[src/rtl/decimator_10x_pkg.sv]
// Shared constants and helpers for the 10:1 capture-path decimator.
// Default taps form a symmetric window summing to 256 so the filter has unity gain.
package decimator_pkg;

    localparam int NUM_PHASES  = 10;
    localparam int ROUND_CONST = 128;
    localparam int OUT_SHIFT   = 8;
    localparam int PHASE_W     = 4;
    localparam int SAMPLE_W    = 8;
    localparam int PROD_W      = 2 * SAMPLE_W;

    localparam logic [SAMPLE_W-1:0] DEF_COEF0 = 8'h08;
    localparam logic [SAMPLE_W-1:0] DEF_COEF1 = 8'h10;
    localparam logic [SAMPLE_W-1:0] DEF_COEF2 = 8'h1A;
    localparam logic [SAMPLE_W-1:0] DEF_COEF3 = 8'h22;
    localparam logic [SAMPLE_W-1:0] DEF_COEF4 = 8'h2C;
    localparam logic [SAMPLE_W-1:0] DEF_COEF5 = 8'h2C;
    localparam logic [SAMPLE_W-1:0] DEF_COEF6 = 8'h22;
    localparam logic [SAMPLE_W-1:0] DEF_COEF7 = 8'h1A;
    localparam logic [SAMPLE_W-1:0] DEF_COEF8 = 8'h10;
    localparam logic [SAMPLE_W-1:0] DEF_COEF9 = 8'h08;

    // Overridden taps can push the rounded result past 8 bits; clamp instead of wrapping.
    function automatic logic [SAMPLE_W-1:0] sat8(input logic [31:0] value);
        return (value > 32'd255) ? 8'hFF : value[SAMPLE_W-1:0];
    endfunction

endpackage

[src/rtl/decimator_10x_if.sv]
// Strobe, sample and status bundle between the capture front end and the decimator.
interface decimator_10x_if;
    import decimator_pkg::*;

    logic                clk_en;
    logic                clk_en_10x;
    logic [SAMPLE_W-1:0] sample_in;
    logic [SAMPLE_W-1:0] sample_out;
    logic                sample_valid;
    logic                overrun;

    modport master (
        output clk_en,
        output clk_en_10x,
        output sample_in,
        input  sample_out,
        input  sample_valid,
        input  overrun
    );

    modport slave (
        input  clk_en,
        input  clk_en_10x,
        input  sample_in,
        output sample_out,
        output sample_valid,
        output overrun
    );

endinterface

[src/rtl/decimator_10x_mac.sv]
// One multiply-accumulate step of the decimation filter; load restarts the sum.
module atom_decimator_mac
    import decimator_pkg::*;
#(
    parameter int ACC_W = 20
) (
    input  logic [ACC_W-1:0]    acc_i,
    input  logic [SAMPLE_W-1:0] sample_i,
    input  logic [SAMPLE_W-1:0] coef_i,
    input  logic                load_i,
    output logic [ACC_W-1:0]    acc_o
);

    logic [PROD_W-1:0] product;
    logic [ACC_W-1:0]  product_ext;

    assign product     = PROD_W'(sample_i) * PROD_W'(coef_i);
    assign product_ext = {{(ACC_W-PROD_W){1'b0}}, product};
    assign acc_o       = load_i ? product_ext : (acc_i + product_ext);

endmodule

[src/rtl/decimator_10x.sv]
// 10:1 decimator: one MAC per 10x strobe, one rounded and saturated output per frame.
// A clk_en arriving mid-frame aborts the partial sum and starts a new frame on that sample.
module decimator_10x
    import decimator_pkg::*;
#(
    parameter logic [7:0] COEF0 = DEF_COEF0,
    parameter logic [7:0] COEF1 = DEF_COEF1,
    parameter logic [7:0] COEF2 = DEF_COEF2,
    parameter logic [7:0] COEF3 = DEF_COEF3,
    parameter logic [7:0] COEF4 = DEF_COEF4,
    parameter logic [7:0] COEF5 = DEF_COEF5,
    parameter logic [7:0] COEF6 = DEF_COEF6,
    parameter logic [7:0] COEF7 = DEF_COEF7,
    parameter logic [7:0] COEF8 = DEF_COEF8,
    parameter logic [7:0] COEF9 = DEF_COEF9,
    parameter int         ACC_W = 20
) (
    input  logic             clk,
    input  logic             reset_n,
    decimator_10x_if.slave   bus
);

    localparam logic [0:0] ST_IDLE  = 1'b0;
    localparam logic [0:0] ST_ACCUM = 1'b1;
    localparam int         RND_W    = ACC_W + 1;

    logic [0:0]          state_q, state_d;
    logic [PHASE_W-1:0]  phase_q, phase_d;
    logic [ACC_W-1:0]    acc_q, acc_d;
    logic [SAMPLE_W-1:0] out_q, out_d;
    logic                valid_q, valid_d;
    logic                overrun_q, overrun_d;

    logic                start_frame;
    logic                accum_step;
    logic                last_phase;
    logic [PHASE_W-1:0]  coef_idx;
    logic [SAMPLE_W-1:0] coef;
    logic [ACC_W-1:0]    mac_acc;
    logic [RND_W-1:0]    rounded;

    assign start_frame = bus.clk_en_10x && bus.clk_en;
    assign accum_step  = bus.clk_en_10x && !bus.clk_en && (state_q == ST_ACCUM);
    assign last_phase  = (phase_q == PHASE_W'(NUM_PHASES - 1));

    // A frame start always weights its sample with tap 0, even when it interrupts a frame.
    assign coef_idx = start_frame ? '0 : phase_q;

    always_comb begin
        coef = 8'h00;
        case (coef_idx)
            4'd0:    coef = COEF0;
            4'd1:    coef = COEF1;
            4'd2:    coef = COEF2;
            4'd3:    coef = COEF3;
            4'd4:    coef = COEF4;
            4'd5:    coef = COEF5;
            4'd6:    coef = COEF6;
            4'd7:    coef = COEF7;
            4'd8:    coef = COEF8;
            4'd9:    coef = COEF9;
            default: coef = 8'h00;
        endcase
    end

    atom_decimator_mac #(
        .ACC_W (ACC_W)
    ) u_mac (
        .acc_i    (acc_q),
        .sample_i (bus.sample_in),
        .coef_i   (coef),
        .load_i   (start_frame),
        .acc_o    (mac_acc)
    );

    assign rounded = ({1'b0, mac_acc} + RND_W'(ROUND_CONST)) >> OUT_SHIFT;

    always_comb begin
        state_d   = state_q;
        phase_d   = phase_q;
        acc_d     = acc_q;
        out_d     = out_q;
        valid_d   = 1'b0;
        overrun_d = 1'b0;
        if (start_frame) begin
            acc_d     = mac_acc;
            phase_d   = PHASE_W'(1);
            state_d   = ST_ACCUM;
            overrun_d = (state_q == ST_ACCUM);
        end else if (accum_step) begin
            if (last_phase) begin
                out_d   = sat8(32'(rounded));
                valid_d = 1'b1;
                state_d = ST_IDLE;
                phase_d = '0;
                acc_d   = '0;
            end else begin
                acc_d   = mac_acc;
                phase_d = phase_q + PHASE_W'(1);
            end
        end
    end

    always_ff @(posedge clk or negedge reset_n) begin
        if (!reset_n) begin
            state_q   <= ST_IDLE;
            phase_q   <= '0;
            acc_q     <= '0;
            out_q     <= '0;
            valid_q   <= 1'b0;
            overrun_q <= 1'b0;
        end else begin
            state_q   <= state_d;
            phase_q   <= phase_d;
            acc_q     <= acc_d;
            out_q     <= out_d;
            valid_q   <= valid_d;
            overrun_q <= overrun_d;
        end
    end

    assign bus.sample_out   = out_q;
    assign bus.sample_valid = valid_q;
    assign bus.overrun      = overrun_q;

    a_valid_overrun_exclusive: assert property (
        @(posedge clk) disable iff (!reset_n) !(valid_q && overrun_q)
    );

endmodule
[src/flat_wrapper.sv]
// flat-port wrapper written by rule: the top's interface ports become plain ports
module decimator_10x_flat import decimator_pkg::*;
#(
    parameter logic [7:0] COEF0 = DEF_COEF0,
    parameter logic [7:0] COEF1 = DEF_COEF1,
    parameter logic [7:0] COEF2 = DEF_COEF2,
    parameter logic [7:0] COEF3 = DEF_COEF3,
    parameter logic [7:0] COEF4 = DEF_COEF4,
    parameter logic [7:0] COEF5 = DEF_COEF5,
    parameter logic [7:0] COEF6 = DEF_COEF6,
    parameter logic [7:0] COEF7 = DEF_COEF7,
    parameter logic [7:0] COEF8 = DEF_COEF8,
    parameter logic [7:0] COEF9 = DEF_COEF9,
    parameter int         ACC_W = 20
)
  (clk, reset_n, bus_clk_en, bus_clk_en_10x, bus_sample_in, bus_sample_out, bus_sample_valid, bus_overrun);
  decimator_10x_if bus_i ();
  input  logic clk;
  input  logic reset_n;
  input wire logic [$bits(bus_i.clk_en)-1:0] bus_clk_en;
  input wire logic [$bits(bus_i.clk_en_10x)-1:0] bus_clk_en_10x;
  input wire logic [$bits(bus_i.sample_in)-1:0] bus_sample_in;
  output wire logic [$bits(bus_i.sample_out)-1:0] bus_sample_out;
  output wire logic [$bits(bus_i.sample_valid)-1:0] bus_sample_valid;
  output wire logic [$bits(bus_i.overrun)-1:0] bus_overrun;
  assign bus_i.clk_en = bus_clk_en;
  assign bus_i.clk_en_10x = bus_clk_en_10x;
  assign bus_i.sample_in = bus_sample_in;
  assign bus_sample_out = bus_i.sample_out;
  assign bus_sample_valid = bus_i.sample_valid;
  assign bus_overrun = bus_i.overrun;
  decimator_10x #(.COEF0(COEF0), .COEF1(COEF1), .COEF2(COEF2), .COEF3(COEF3), .COEF4(COEF4), .COEF5(COEF5), .COEF6(COEF6), .COEF7(COEF7), .COEF8(COEF8), .COEF9(COEF9), .ACC_W(ACC_W)) u_core (.clk(clk), .reset_n(reset_n), .bus(bus_i));
endmodule
[config.mk]
export PLATFORM = sky130hd
export DESIGN_NAME = decimator_10x_flat
export DESIGN_NICKNAME = d
export VERILOG_FILES = /design/src/rtl/decimator_10x_pkg.sv /design/src/rtl/decimator_10x_if.sv /design/src/rtl/decimator_10x_mac.sv /design/src/rtl/decimator_10x.sv /design/src/flat_wrapper.sv
export SDC_FILE = /design/constraint.sdc
export NUM_CORES = 1
export LEC_CHECK = 0
export ABC_AREA = 1
export BUFFER_PORTS_ARGS = -buffer_cell sky130_fd_sc_hd__buf_2
export CELL_PAD_IN_SITES_DETAIL_PLACEMENT = 0
export CELL_PAD_IN_SITES_GLOBAL_PLACEMENT = 2
export CORE_MARGIN = 1
export CORE_UTILIZATION = 33
export CTS_BUF_LIST = sky130_fd_sc_hd__clkbuf_4 sky130_fd_sc_hd__clkbuf_8
export DETAILED_ROUTE_END_ITERATION = 7
export PLACE_DENSITY = 0.92
export SETUP_SLACK_MARGIN = 0.3
export SYNTH_ARGS = -nofsm -noshare
export SYNTH_HDL_FRONTEND = slang
export SYNTH_HIERARCHICAL = 1
export SYNTH_SLANG_ARGS = --single-unit
export TNS_END_PERCENT = 100
[constraint.sdc]
create_clock -name clk -period 6 [get_ports clk]
set_input_delay 1.2 -clock clk [delete_from_list [all_inputs] [get_ports clk]]
set_output_delay 1.2 -clock clk [all_outputs]
set_load 0.01 [all_outputs]
==> results by group <==
Floorplan
  – Core area: roughly 17,000 µm²
  – Die H: between 100 and 150 µm
  – Die area: 17,700 µm²
  – # IOs: 22
  – Initial Utilization: between 30% and 40%
  – DIE WIDTH: 133 µm
  – Rows: 47

Worst setup path
  – Critical Path Max Stage Delay: ~0.5 ns
  – CP required: around 6.2 ns
  – Critical Path Source: bus_clk_en
  – Kind of critical path: primary input to register
  – Slowest CP cell: fa_1
  – Crit end category: register
  – Critical R2R Launch: u_core/phase_q[1]
  – CP max FO: 8
  – Startpoint types: primary input
  – Critical Path AT: roughly 7.3 ns

STA
  – Fin. Hold Viols: 0
  – Fmax: 140 MHz
  – Setup Skew: about 0.006 ns
  – Final setup vio count: 22
  – Slew headroom: a little over a third
  – Final WS setup: -1.15 ns
  – Period minus WS final: between 7 and 8 ns
  – RSZ-0062 raised after global routing: yes
  – Slew Limit Fails: 0
  – Final worst path period share: 119%
  – Tightest Pin Transition: about 0.97 ns

Final layout
  – Nets: 1,182
  – Synth-to-Final Area Change: 52.7%
  – Layout cell share with drive strength beyond 1: roughly 41%
  – Ant diodes: 0
  – Design Area, Final: between 8000 and 9000 µm²
  – Final cell count without fillers: roughly 1.3k

Placement
  – Pre-CTS setup slack: -1.70 ns
  – Placed instance area: ~7000 µm²
  – Port Buf Inserts: 21
  – DP HPWL: around 13,000 µm
  – Placed Cells: 1,225
  – Routability Congestion: 0.858

Global routing
  – First-pass GRT wire length: roughly 28,000 µm
  – Vias in the first global route: approximately 5.9k
  – Initial antenna violation count: 0
  – Largest net degree at the start of global routing: 36
  – Total congestion overflow: 0
  – Overall routing resource usage: between 10% and 20%

Clocking
  – Max H-tree Level: 2
  – Num CTS Buffers: 5
  – Clock latency on the worst-skew pair: between 0.2 and 0.3 ns
  – Clock Sinks: 35
  – Reg clk slew, reported paths: 0.07 ns
  – Root buffer cell: clkbuf_8
  – CTS tree: done
  – Longest Clk Path Bufs: 2
  – Hold-fix buffers at CTS: 0

Yosys
  – Yosys Warn Count: 6
  – Post-synthesis cell type count: 38
  – Share of the yosys chip area belonging to registers: approximately 15%
  – Synth Register Bits: 35
  – Post-Synthesis Cell Area: between 5000 and 6000 µm²
  – Syn Area/Cell: 6.44 µm²
  – Synth Instances: 881

Route
  – DR vias: approximately 6k
  – DRC errors left: 0
  – Vias/cell: between 4 and 5
  – Max Used Layer: met4
  – Routed wire length: ~17,000 µm
  – Post-Route M1 WL: ~8000 µm
  – First-pass DRT Iterations: 4
  – Initial DRC Count: 288
  – WL met2: about 8100 µm
  – Met3 wire len: about 640 µm
  – DR WL/cell: 13.2 µm
  – Post-DRT Antenna Nets: 0

Run
  – Count of max-cap constraint violations: 0

Hold path
  – Worst min path class: register to register
  – Hold_sp: u_core/acc_q[3]

Outcome
  – Violated checks: setup timing
  – Run status: finished with violations
final cells by class:
class,instances,area [µm²]
flip-flops and latches,35,876
fillers,1626,8040
clock buffers,5,68.8
clock inverters,3,15.0
multi-input cells,639,5050
repair buffers,209,1690
inverters,181,689
well taps,220,275
cells in the mapped netlist (all sizes together):
cell type / number / share of area (%)
a21boi: 1 / 0.13
nor2: 62 / 4.4
dfrtp: 35 / 15
clkinv: 4 / 0.26
nand3b: 2 / 0.26
nand4: 7 / 0.77
o21ai: 12 / 1.1
o22ai: 2 / 0.22
o21bai: 3 / 0.40
nand3: 102 / 9.3
inv: 177 / 12
or2: 15 / 1.7
conb: 1 / 0.066
and2: 5 / 0.55
nor3: 9 / 0.99
xnor2: 8 / 1.2
clkbuf: 19 / 1.3
xor2: 5 / 0.77
ha: 62 / 14
a21oi: 29 / 3.0
nand2: 274 / 19
buf: 9 / 0.95
fa: 37 / 13
o32ai: 1 / 0.15
flip-flops by register name, indices dropped and copies added (netlist names):
name                     cells
u_core/acc_q                20
u_core/bus.sample_out        8
u_core/state_q               1
u_core/bus.overrun           1
u_core/bus.sample_valid      1
u_core/phase_q               4
placed cells by master (no fill, tap or decap), drive strengths merged:
| cell type | netlist | layout |
|---|---|---|
| nand2 | 274 | 274 |
| buf | 9 | 209 |
| inv | 177 | 177 |
| nand3 | 102 | 102 |
| ha | 62 | 62 |
| nor2 | 62 | 62 |
| fa | 37 | 37 |
| dfrtp | 35 | 35 |
| a21oi | 29 | 29 |
| or2 | 15 | 15 |
| o21ai | 12 | 12 |
| nor3 | 9 | 9 |
| xnor2 | 8 | 8 |
| nand4 | 7 | 7 |
| clkinv | 4 | 7 |
| clkbuf | 19 | 5 |
| and2 | 5 | 5 |
| xor2 | 5 | 5 |
| conb | 1 | 3 |
| o21bai | 3 | 3 |
| o22ai | 2 | 2 |
| nand3b | 2 | 2 |
| o32ai | 1 | 1 |
| a21boi | 1 | 1 |
path summary, 6_finish.rpt:
| kind | cells after the start | slack (ns) | endpoint |
|---|---|---|---|
| min reg2reg | 2 | 0.53 | u_core/acc_q[3] |
| max reg2reg | 38 | -0.51 | u_core/bus.sample_out[0] |
| max in group asynchronous | 1 | 4.48 | u_core/phase_q[1] |
| max | 42 | -1.15 | u_core/bus.sample_out[0] |
| min | 2 | 0.53 | u_core/acc_q[3] |
| min in group asynchronous | 1 | 1.00 | u_core/acc_q[19] |
critical path: cells and delay by family:
family | cells | cell delay (ns)
buffers and inverters | 14 | 1.29
adders and majority gates | 7 | 2.65
and+or+nand+nor | 16 | 1.41
AOI/OAI and AO/OA | 5 | 0.76
repair_timing:
action                     CTS  global route
setup buffers               25            34
setup endpoints to repair   23            23
hold endpoints to repair     0             0
pin swaps                   82           101
gates resized for setup    117           106
kinds of logic (layout without fill, tap and decap cells):
group / count (synthesis) / count (layout) / share of synthesized area (%)
fa+ha+maj: 99 / 99 / 26.7
other cells: 1 / 3 / 0.0661
compound gates: 48 / 48 / 4.92
simple gates: 476 / 476 / 36.7
xor+xnor: 13 / 13 / 2.01
buf+inv: 209 / 398 / 14.2
flops: 35 / 35 / 15.4
metal layers:
metal / global-route usage [%] / vias up
met2: 34.2 / 98
met4: 2.08 / 0
met3: 0.913 / 24
met5: 0 / -
met1: 26.8 / 2804
li1: - / 3061
per-stage QoR:
stage          TNS, ns  util (%)  hold slack (ns)
2_1_floorplan    -8.43         -            0.482
3_3_place_gp    -25.65      43.0            0.501
3_5_place_dp    -27.00      43.0            0.511
4_1_cts         -16.05      47.7            0.531
5_1_grt         -24.58      51.9            0.555
6_report        -17.54      51.9            0.528
Power is not shown: default switching activity piles up to over one toggle a cycle in this logic, so the estimate is an artifact.
